`config.mk`:
```
export PLATFORM = sky130hd
export DESIGN_NAME = kf8253_bus_sequencer
export DESIGN_NICKNAME = d
export VERILOG_FILES = /design/src/rtl/kf8253_seq_pkg.sv /design/src/rtl/kf8253_bus_cycle.sv /design/src/rtl/kf8253_bus_sequencer.sv
export SDC_FILE = /design/constraint.sdc
export NUM_CORES = 1
export LEC_CHECK = 0
export ABC_AREA = 1
export BUFFER_PORTS_ARGS = -buffer_cell sky130_fd_sc_hd__buf_4
export CAP_MARGIN = 20
export CORE_ASPECT_RATIO = 0.9
export CORE_UTILIZATION = 50
export DETAILED_ROUTE_END_ITERATION = 10
export PLACE_DENSITY_LB_ADDON = 0.15
export SYNTH_ARGS = -nofsm -noshare
export SYNTH_HDL_FRONTEND = slang
export SYNTH_HIERARCHICAL = 1
export SYNTH_SLANG_ARGS = --single-unit
```
`constraint.sdc`:
```
create_clock -name clock -period 2.4 [get_ports clock]
set_input_delay 0.24 -clock clock [delete_from_list [all_inputs] [get_ports clock]]
set_output_delay 0.24 -clock clock [all_outputs]
set_load 0.05 [all_outputs]
```
`src/rtl/kf8253_seq_pkg.sv`:
```
// Shared types and constants for the KF8253 bus sequencer.
//   op_t        : request operation (PROGRAM / READ)
//   seq_state_t : main byte-sequencing FSM states
//   cyc_state_t : phases of one native-bus byte cycle
//   control_word: packs the 8253 control byte {counter, rw, mode, bcd}
package kf8253_seq_pkg;

  typedef enum logic {
    OP_PROGRAM = 1'b0,
    OP_READ    = 1'b1
  } op_t;

  typedef enum logic [2:0] {
    ST_IDLE,
    ST_CTRL,
    ST_LSB,
    ST_MSB,
    ST_RESP
  } seq_state_t;

  typedef enum logic [1:0] {
    CYC_SETUP,
    CYC_STROBE,
    CYC_HOLD,
    CYC_GAP
  } cyc_state_t;

  localparam logic [1:0] ADDR_CONTROL = 2'b11;
  localparam logic [1:0] LATCH_RW     = 2'b00;

  function automatic logic [7:0] control_word(input logic [1:0] counter,
                                              input logic [1:0] rw,
                                              input logic [2:0] mode,
                                              input logic       bcd);
    return {counter, rw, mode, bcd};
  endfunction

endpackage

```
`src/rtl/kf8253_bus_cycle.sv`:
```
// One native-bus byte cycle towards the KF8253: SETUP, STROBE, HOLD, GAP.
// Ports:
//   clock, reset            : system clock, asynchronous active-high reset
//   start                   : launch a cycle (accepted when idle or on done)
//   is_read, addr, wdata    : cycle direction, PIT address, write byte
//   busy                    : a cycle is in progress
//   done                    : high during the final clock of the cycle
//   rdata                   : byte sampled on the last STROBE clock of a read
//   pit_*                   : pin drivers; pit_data_in is the PIT read bus
module kf8253_bus_cycle
  import kf8253_seq_pkg::*;
#(
  parameter int STROBE_CYCLES = 2,
  parameter int GAP_CYCLES    = 1
) (
  input  logic       clock,
  input  logic       reset,
  input  logic       start,
  input  logic       is_read,
  input  logic [1:0] addr,
  input  logic [7:0] wdata,
  output logic       busy,
  output logic       done,
  output logic [7:0] rdata,
  output logic       pit_chip_select_n,
  output logic       pit_read_enable_n,
  output logic       pit_write_enable_n,
  output logic [1:0] pit_address,
  output logic [7:0] pit_data_out,
  input  logic [7:0] pit_data_in
);

  localparam logic [3:0] STROBE_LAST = 4'(STROBE_CYCLES - 1);
  localparam logic [3:0] GAP_LAST    = (GAP_CYCLES > 0) ? 4'(GAP_CYCLES - 1) : 4'd0;

  cyc_state_t state_q;
  logic       busy_q;
  logic [3:0] cnt_q;
  logic       is_read_q;
  logic [1:0] addr_q;
  logic [7:0] wdata_q;
  logic [7:0] rdata_q;

  // The cycle ends after HOLD when there is no gap, otherwise after the last GAP clock.
  assign done = busy_q && (((state_q == CYC_HOLD) && (GAP_CYCLES == 0)) ||
                           ((state_q == CYC_GAP) && (cnt_q == GAP_LAST)));

  always_ff @(posedge clock or posedge reset) begin
    if (reset) begin
      state_q   <= CYC_SETUP;
      busy_q    <= 1'b0;
      cnt_q     <= 4'd0;
      is_read_q <= 1'b0;
      addr_q    <= 2'b00;
      wdata_q   <= 8'h00;
      rdata_q   <= 8'h00;
    end else if (start && (!busy_q || done)) begin
      // NOTE: non-blocking assignments so every register samples pre-edge values.
      state_q   <= CYC_SETUP;
      busy_q    <= 1'b1;
      cnt_q     <= 4'd0;
      is_read_q <= is_read;
      addr_q    <= addr;
      wdata_q   <= wdata;
    end else if (busy_q) begin
      case (state_q)
        CYC_SETUP: begin
          state_q <= CYC_STROBE;
          cnt_q   <= 4'd0;
        end
        CYC_STROBE: begin
          if (cnt_q == STROBE_LAST) begin
            if (is_read_q) rdata_q <= pit_data_in;
            state_q <= CYC_HOLD;
          end else begin
            cnt_q <= cnt_q + 4'd1;
          end
        end
        CYC_HOLD: begin
          if (GAP_CYCLES == 0) begin
            busy_q <= 1'b0;
          end else begin
            state_q <= CYC_GAP;
            cnt_q   <= 4'd0;
          end
        end
        CYC_GAP: begin
          if (cnt_q == GAP_LAST) busy_q <= 1'b0;
          else                   cnt_q  <= cnt_q + 4'd1;
        end
        default: busy_q <= 1'b0;
      endcase
    end
  end

  // Pins decode straight from registers, so reset releases them without waiting for a clock.
  assign busy               = busy_q;
  assign rdata              = rdata_q;
  assign pit_chip_select_n  = !(busy_q && (state_q != CYC_GAP));
  assign pit_read_enable_n  = !(busy_q && (state_q == CYC_STROBE) && is_read_q);
  assign pit_write_enable_n = !(busy_q && (state_q == CYC_STROBE) && !is_read_q);
  assign pit_address        = addr_q;
  assign pit_data_out       = wdata_q;

endmodule

```
`src/rtl/kf8253_bus_sequencer.sv`:
```
// Host-side sequencer that programs and reads back the KF8253 PIT over its
// native 8-bit bus. Accepts one request at a time (valid/ready), issues the
// control byte then LSB and/or MSB byte cycles, and returns a one-clock response.
// Optional build macro KF8253_SEQ_LATCH_EN: when defined, READ first writes the
// counter-latch control word; when undefined, READ goes straight to data reads.
// Ports:
//   clock, reset              : system clock, asynchronous active-high reset
//   req_*                     : request handshake and fields (captured on accept)
//   rsp_valid/rsp_data/rsp_error : one-clock completion, read data, reject flag
//   pit_*                     : KF8253 bus pins
module kf8253_bus_sequencer
  import kf8253_seq_pkg::*;
#(
  parameter int STROBE_CYCLES = 2,
  parameter int GAP_CYCLES    = 1
) (
  input  logic        clock,
  input  logic        reset,
  input  logic        req_valid,
  output logic        req_ready,
  input  logic        req_op,
  input  logic [1:0]  req_counter,
  input  logic [1:0]  req_rw,
  input  logic [2:0]  req_mode,
  input  logic        req_bcd,
  input  logic [15:0] req_count,
  output logic        rsp_valid,
  output logic [15:0] rsp_data,
  output logic        rsp_error,
  output logic        pit_chip_select_n,
  output logic        pit_read_enable_n,
  output logic        pit_write_enable_n,
  output logic [1:0]  pit_address,
  output logic [7:0]  pit_data_out,
  input  logic [7:0]  pit_data_in
);

  seq_state_t state_q, state_d, after_state, launch_state, first_state;
  op_t        op_q;
  logic [1:0] counter_q, rw_q, rw_in;
  logic [2:0] mode_q;
  logic       bcd_q, err_q;
  logic [15:0] count_q, data_q;

  logic       accept, cyc_start, cyc_read, cyc_busy, cyc_done;
  logic [1:0] cyc_addr;
  logic [7:0] cyc_wdata, cyc_rdata;

  assign req_ready = (state_q == ST_IDLE) || (state_q == ST_RESP);
  assign accept    = req_valid && req_ready;
  // A READ asking for no bytes reads both.
  assign rw_in     = (op_t'(req_op) == OP_READ && req_rw == 2'b00) ? 2'b11 : req_rw;

  always_comb begin
    // NOTE: every always_comb output gets a default first so no latch is inferred.
    first_state = ST_CTRL;
    if (req_counter != 2'd3 && op_t'(req_op) == OP_READ) begin
`ifdef KF8253_SEQ_LATCH_EN
      first_state = ST_CTRL;
`else
      first_state = rw_in[0] ? ST_LSB : ST_MSB;
`endif
    end
  end

  always_comb begin
    after_state = ST_RESP;
    case (state_q)
      ST_CTRL: after_state = rw_q[0] ? ST_LSB : (rw_q[1] ? ST_MSB : ST_RESP);
      ST_LSB:  after_state = rw_q[1] ? ST_MSB : ST_RESP;
      default: after_state = ST_RESP;
    endcase
  end

  // A byte state launches its own cycle when the bus is idle, and the next
  // byte's cycle on the done clock so consecutive cycles abut.
  always_comb begin
    state_d      = state_q;
    cyc_start    = 1'b0;
    launch_state = state_q;
    case (state_q)
      ST_IDLE, ST_RESP: state_d = accept ? first_state : ST_IDLE;
      ST_CTRL, ST_LSB, ST_MSB: begin
        if (err_q) begin
          state_d = ST_RESP;
        end else if (!cyc_busy) begin
          cyc_start = 1'b1;
        end else if (cyc_done) begin
          state_d      = after_state;
          launch_state = after_state;
          cyc_start    = (after_state != ST_RESP);
        end
      end
      default: state_d = ST_IDLE;
    endcase
  end

  always_comb begin
    cyc_read  = 1'b0;
    cyc_addr  = counter_q;
    cyc_wdata = 8'h00;
    case (launch_state)
      ST_CTRL: begin
        cyc_addr  = ADDR_CONTROL;
        cyc_wdata = (op_q == OP_READ) ? control_word(counter_q, LATCH_RW, 3'b000, 1'b0)
                                      : control_word(counter_q, rw_q, mode_q, bcd_q);
      end
      ST_LSB: begin
        cyc_read  = (op_q == OP_READ);
        cyc_wdata = cyc_read ? 8'h00 : count_q[7:0];
      end
      ST_MSB: begin
        cyc_read  = (op_q == OP_READ);
        cyc_wdata = cyc_read ? 8'h00 : count_q[15:8];
      end
      default: ;
    endcase
  end

  always_ff @(posedge clock or posedge reset) begin
    if (reset) begin
      state_q   <= ST_IDLE;
      op_q      <= OP_PROGRAM;
      counter_q <= 2'b00;
      rw_q      <= 2'b00;
      mode_q    <= 3'b000;
      bcd_q     <= 1'b0;
      count_q   <= 16'h0000;
      err_q     <= 1'b0;
      data_q    <= 16'h0000;
    end else begin
      state_q <= state_d;
      if (accept) begin
        op_q      <= op_t'(req_op);
        counter_q <= req_counter;
        rw_q      <= rw_in;
        mode_q    <= req_mode;
        bcd_q     <= req_bcd;
        count_q   <= req_count;
        err_q     <= (req_counter == 2'd3);
        data_q    <= 16'h0000;
      end else if (cyc_done && op_q == OP_READ) begin
        if (state_q == ST_LSB) data_q[7:0]  <= cyc_rdata;
        if (state_q == ST_MSB) data_q[15:8] <= cyc_rdata;
      end
    end
  end

  assign rsp_valid = (state_q == ST_RESP);
  assign rsp_data  = rsp_valid ? data_q : 16'h0000;
  assign rsp_error = rsp_valid && err_q;

  kf8253_bus_cycle #(
    .STROBE_CYCLES(STROBE_CYCLES),
    .GAP_CYCLES   (GAP_CYCLES)
  ) u_bus_cycle (
    .clock             (clock),
    .reset             (reset),
    .start             (cyc_start),
    .is_read           (cyc_read),
    .addr              (cyc_addr),
    .wdata             (cyc_wdata),
    .busy              (cyc_busy),
    .done              (cyc_done),
    .rdata             (cyc_rdata),
    .pit_chip_select_n (pit_chip_select_n),
    .pit_read_enable_n (pit_read_enable_n),
    .pit_write_enable_n(pit_write_enable_n),
    .pit_address       (pit_address),
    .pit_data_out      (pit_data_out),
    .pit_data_in       (pit_data_in)
  );

endmodule

```
==> results of run 1 <==
==> stage by stage <==
step           power [mW]  utilization
2_1_floorplan        3.95            -
3_3_place_gp         4.56        0.606
3_5_place_dp         4.63        0.606
4_1_cts              5.58        0.634
5_1_grt              6.01        0.639
6_report             5.57        0.639
==> logic make-up after synthesis <==
kind of cell / Yosys count
AOI/OAI and AO/OA: 49
xor gates and xnor gates: 1
adders and majority gates: 8
buffers and inverters: 96
DFF: 71
and+or+nand+nor: 276
==> metal layers <==
metal | routed length [µm] | GRT usage | up-vias
met5 | 0 | 0 | -
met4 | 167 | 0.0825 | 0
met3 | 391 | 0.0598 | 17
met2 | 3950 | 0.375 | 75
met1 | 3810 | 0.297 | 1522
li1 | - | - | 1689
==> area by class of cell <==
type	instances	area share
Multi-Input combinational cell	334	0.354
Inverter	78	0.0643
Timing Repair Buffer	78	0.128
Tap cell	93	0.0253
Clock buffer	12	0.0316
Clock inverter	4	0.00980
Sequential cell	71	0.387
==> synth_stat cells (all sizes together) <==
cell type / instances
nand2: 136
inv: 78
dfrtp: 71
nor2: 69
nand3: 63
o21ai: 41
clkbuf: 10
buf: 8
ha: 8
a21oi: 7
nand4: 4
nand3b: 2
a211oi: 1
nor3: 1
or2: 1
xnor2: 1
==> sequential cells by signal (all words and copies together), names as in the netlist <==
register,count
data_q,16
mode_q,3
u_bus_cycle/busy,1
u_bus_cycle/pit_data_out,8
u_bus_cycle/state_q,2
u_bus_cycle/is_read_q,1
u_bus_cycle/cnt_q,4
state_q,3
u_bus_cycle/rdata,8
op_q,1
err_q,1
u_bus_cycle/pit_address,2
count_q,16
rw_q,2
counter_q,2
bcd_q,1
==> power by group <==
part	leakage, nW	switching, mW	total (mW)	internal, mW
sequential	0.854	0.241	1.92	1.68
combinational	1.58	1.91	2.72	0.813
clock	0.100	0.423	0.926	0.504
==> worst min path at each step <==
stage | depth (start not counted) | endpoint | slack (ps)
detailed placement | 2 | u_bus_cycle/state_q[0] | 130
CTS | 3 | count_q[7] | 70
floorplan | 1 | u_bus_cycle/busy | 280
global placement | 2 | u_bus_cycle/state_q[0] | 130
global route | 3 | count_q[8] | 80
finish | 3 | count_q[7] | 90
==> tightest hold or removal path, stage by stage <==
cell and delay [ps]:
buf_4 70, nand2_1 40, nand2_1 50
==> timing repair <==
action,4_1_cts,5_1_grt
setup endpoints to repair,0,13
buffers inserted,0,4
hold endpoints to repair,2,0
gates resized for setup,0,5
hold buffers,1,0
==> metrics.yaml, run 1 <==
critical_path:
  reg2reg_to: "u_bus_cycle/pit_data_out[7]"
  cp_cell_sequence: "inv_2 -> ha_1 -> nand2_1 -> inv_1 -> nand2_2 -> nor2_4 -> nand2_1 -> inv_2 -> nor2_1 -> nor2_4 -> nand2_1 -> nand2_2 -> nand2_4 -> nor2_8 -> nand2_1 -> nand3_1 -> nand3_1 -> nand2_1"
  worstPathArrival_ps: 2460
  ff2ff_setup_slack_ps: 230
  slowest_stage: "dfrtp_1"
  crit_family: "simple AND/OR/NAND/NOR gates"
  cp.depth: 18
  reg2regPathDepth: 18
  cp-startpoint: "u_bus_cycle/cnt_q[1]"
  crit_top_cell: "nand2_1"
  path_buf_inv: 3
  worstReg2RegStart: "u_bus_cycle/cnt_q[1]"
  crit_end: "u_bus_cycle/pit_data_out[7]"
  crit_type: "reg -> reg"
  endpoint_kind: "flip-flop"
  path_max_fanout: 8
  cp_data_required_time_ps: 2680
  worst_setup_path_start_kind: "flip-flop"
  critPathMaxStageDelay_ps: 430
sta:
  min_period_ps: 2170
  fmax_ghz: 0.460
  hold_viol: 0
  fin_skew_ps: 9.10
  worstMarginPinSlew_ps: 585
  finalSetupViolations: 0
  setup_slack_ps: 227
  setup_tns_ps: 0
  timing.final.max_slew_violations: 0
  post-route-period-util: 0.905
  whs_ps: 88.6
  slew_headroom: 0.609
die:
  die_y_um: 84.6
  rows: 29
  core_area_um2: 7180
  io_pins: 68
  die_area_um2: 7930
  die_w_um: 93.8
  start_util: 0.528
detailed_routing:
  drt_iter0_drc: 164
  vias: 3303
  dr.pass1.iters: 4
  drtAntennaViolNets: 0
  viasPerCell: 4.93
  routed_wl_mm: 8.32
  drc: 0
  post_drt_wl_per_cell_um: 12.4
place:
  place_inst: 649
  dp_slack_ps: 70.4
  port_buffers: 67
  gp_congestion: 0.890
  dpl_cell_area_um2: 4360
  place_hpwl_mm: 6.16
clock_tree:
  htree_levels: 3
  clkSlewWorstSetupHoldPaths_ps: 70
  clockRootBuffer: "clkbuf_8"
  cts_made_buffers: 9
  clock_latency_ps: 350
  clock_sinks: 71
  cts_buffer_depth: 2
  tritoncts: "yes"
synthesis:
  netlist_instances: 501
  synth_seq_cells: 71
  synth_fa_ha_area_frac: 0.0264
  synth-compound-area-share: 0.0653
  synthMuxAreaShare: 0
  synth_top_family_by_area: "simple AND/OR/NAND/NOR gates"
  yosys.area_share.simple: 0.333
  syn-num-nets: 545
  synth-xor-area-share: 0.00231
  netlist_area_um2: 3790
  synth.area.top_cells: "dfrtp_1 47%, nand2_1 12%, nand3_1 8.2%"
  yosysUniqueCellTypes: 27
  synth_seq_area_share: 0.469
  yosysTopAreaCellShare: 0.469
  syn_avg_cell_area_um2: 7.57
  yosysTopAreaCell: "dfrtp_1"
  synth_warnings: 6
hold_path:
  min_from: "req_count[7]"
  hp-class: "in -> reg"
global_route:
  grt_pass1_vias: 3163
  grt_overflow: 0
  antenna_found_initial: 0
  grt_max_degree: 46
  grt_usage: 0.231
  grt_pass1_wl_mm: 14.2
cells_and_area:
  final_cell_mix: "126 x nand2_1, 77 x buf_4, 71 x inv_1, 70 x dfrtp_1, 62 x nand3_1"
  synthToLayoutAreaGrowth_pct: 21.2
  antenna_cells: 0
  seqCellArea_um2: 1780
  multi_input_area_um2: 1630
  fin_cells: 670
  drive_above_1_share: 0.213
  nNetsFinal: 616
  final_common_cell: "nand2_1"
  final_area_um2: 4590
  fillers: 665
pwr:
  vdd_drop_max_mv: 0.559
  p_per_area_nw_per_um2: 1210
  p_leak_nw: 2.54
status:
  status: "complete, no violations"
job:
  drv_cap: 0
Power figures use the tool's default switching activity.
==> inputs of run 2 (changes only) <==
- PLACE_DENSITY: unset -> 0.73
- PLACE_DENSITY_LB_ADDON: 0.15 -> unset
==> run 2 against run 1 <==
Net effect:
- worst hold slack got worse by 1.1 ps
- core utilization increased by 0.26 points
- wire length decreased by 2.0%
- sequential cell count unchanged
- largest cell class unchanged
- highest routed layer unchanged
==> metrics.yaml, run 2 (same netlist as run 1, synthesis figures left out) <==
sta:
  timing.final.max_slew_violations: 0  # unchanged
  fmax_ghz: 0.449  # -2.4%
  finalSetupViolations: 0  # unchanged
  setup_slack_ps: 173  # -53.6 ps
  worstMarginPinSlew_ps: 593  # +7.91 ps
  post-route-period-util: 0.928  # +0.0223
  slew_headroom: 0.604  # -0.00529
  setup_tns_ps: 0  # unchanged
  rsz0062_at_grt: "false"
  fin_skew_ps: 8.42  # -0.673 ps
  min_period_ps: 2230  # +53.6 ps
  hold_viol: 0  # unchanged
cells_and_area:
  antenna_cells: 0  # unchanged
  nNetsFinal: 613  # -0.49%
  drive_above_1_share: 0.211  # -0.00237
  largestRegisters: "count_q: 16 flops, data_q: 16 flops"
  fin_cells: 667  # -0.45%
  synthToLayoutAreaGrowth_pct: 21.7
  seqCellArea_um2: 1780  # unchanged
  final_cell_mix: "126 x nand2_1, 74 x buf_4, 72 x inv_1, 70 x dfrtp_1, 62 x nand3_1"
  final_common_cell: "nand2_1"
  final_core_util: 0.642  # +0.00261
  multi_input_area_um2: 1630  # unchanged
  fillers: 634  # -4.7%
global_route:
  grt_usage: 0.231  # +0.000416
  antenna_found_initial: 0  # unchanged
  grt_max_degree: 46  # unchanged
  grt_pass1_vias: 3146  # -0.54%
  grt_pass1_wl_mm: 14.2  # unchanged
  grt_overflow: 0  # unchanged
clock_tree:
  cts_made_buffers: 9  # unchanged
  cts_buffer_depth: 2  # unchanged
  htree_levels: 3  # unchanged
  tritoncts: "yes"
  clock_latency_ps: 340  # about the same
  clkSlewWorstSetupHoldPaths_ps: 70  # about the same
  clockRootBuffer: "clkbuf_8"
  clock_sinks: 71  # unchanged
pwr:
  vdd_drop_max_mv: 0.506  # -9.6%
  p_int_mw: 3.11  # +3.9%
  power.switching_mw: 2.60  # +0.85%
  power_frac_clock: 0.191  # +0.025
  finalPower_mw: 5.71  # +2.5%
  p_leak_nw: 2.53  # -0.17%
  p_comb_frac: 0.477  # -0.012
  pwr-share-seq: 0.332  # -0.013
  power.share.switching: 0.455  # -0.00737
  p_per_area_nw_per_um2: 1240  # +2.1%
detailed_routing:
  viasPerCell: 4.89  # -0.77%
  vias: 3263  # -1.2%
  drtAntennaViolNets: 0  # unchanged
  post_drt_wl_per_cell_um: 12.2  # -1.6%
  dr.pass1.iters: 4  # unchanged
  drt_iter0_drc: 189  # +15%
  drc: 0  # unchanged
  routed_wl_mm: 8.15  # -2.0%
die:
  die_y_um: 84.6  # unchanged
  core_area_um2: 7180  # unchanged
  die_area_um2: 7930  # unchanged
  start_util: 0.528  # unchanged
  die_w_um: 93.8  # unchanged
  rows: 29  # unchanged
  io_pins: 68  # unchanged
place:
  place_inst: 649  # unchanged
  dp_slack_ps: 99.2  # +28.7 ps
  gp_congestion: 0.900  # +1.1%
  port_buffers: 67  # unchanged
  place_hpwl_mm: 5.95  # -3.4%
hold_path:
  holdPathStages: 3  # unchanged
  hold_end: "count_q[7]"
  hp-class: "in -> reg"
  min_from: "req_count[7]"
critical_path:
  ff2ff_setup_slack_ps: 170  # -50 ps
  cp_data_required_time_ps: 2680  # about the same
  crit_type: "reg -> reg"
  worstPathArrival_ps: 2510  # +50 ps
  reg2regPathDepth: 16  # -2
  worst_setup_path_start_kind: "flip-flop"
  endpoint_kind: "flip-flop"
  path_max_fanout: 9  # +1
  reg2reg_to: "u_bus_cycle/pit_data_out[7]"
  worstReg2RegStart: "u_bus_cycle/state_q[0]"
job:
  drv_cap: 0  # unchanged
status:
  status: "complete, no violations"
-- run 2: changes by cell type in the layout (fill, tap and decap cells not counted), sizes merged --
cell      delta
clkbuf       -1
clkinvlp     +2
clkinv       -2
buf          -3
bufinv       +1
-- run 2: final cells by class --
class                   instances  area share
clock inverters                 5      0.0174
flip-flops and latches         71       0.385
repair buffers                 75       0.123
well taps                      93      0.0252
inverters                      78      0.0640
multi-input cells             334       0.353
clock buffers                  11      0.0328
-- run 2: layer usage --
layer  vias to the layer above  track usage  wire (µm)
li1                       1682            -          -
met1                      1490        0.299       3700
met2                        73        0.376       3910
met3                        18       0.0498        334
met4                         0       0.0937        200
met5                         -            0          0
-- run 2: how the worst max path moves through the flow --
stage,start,to,slack (ps),depth (start not counted)
global route,u_bus_cycle/cnt_q[0],u_bus_cycle/pit_data_out[3],20,18
floorplan,state_q[0],rsp_data[10],20,4
CTS,u_bus_cycle/cnt_q[0],u_bus_cycle/pit_data_out[7],70,18
detailed placement,u_bus_cycle/cnt_q[0],u_bus_cycle/pit_data_out[7],100,18
global placement,u_bus_cycle/cnt_q[0],u_bus_cycle/pit_data_out[7],180,18
finish,u_bus_cycle/state_q[0],u_bus_cycle/pit_data_out[7],170,16
-- run 2: worst max-delay path, cell delays in order, from the launching register on --
cell and delay [ps]:
dfrtp_1 440, ha_1 240, nand2_1 70, inv_1 40, nand2_2 110, nor2_4 50
nand2_1 70, inv_2 60, nor2_1 190, nor2_4 70, nand2_1 150, nand2_4 90
nor2_4 210, nand3_1 100, nand3_1 110, nand3_1 90, nand2_1 70
-- run 2: what timing repair did --
item,CTS,global route
setup buffers,0,1
hold buffers,1,0
setup endpoints to repair,0,10
resized for setup,0,4
hold endpoints to repair,26,0
-- run 2: metrics by stage --
stage | area (µm²) | hold WS (ps)
after floorplan | 3790 | 280
after global placement | 4360 | 328
after detailed placement | 4360 | 336
after CTS | 4600 | 71.4
after global routing | 4610 | 83.2
final | 4610 | 87.6
-- run 2: power by group through the flow --
stage | combinational [mW] | sequential [mW] | clock (mW)
global route | 3.07 | 1.95 | 1.16
CTS | 2.72 | 1.90 | 1.11
finish | 2.72 | 1.90 | 1.09
floorplan | 1.88 | 2.08 | 0
detailed placement | 2.71 | 1.92 | 0
global placement | 2.65 | 1.91 | 0
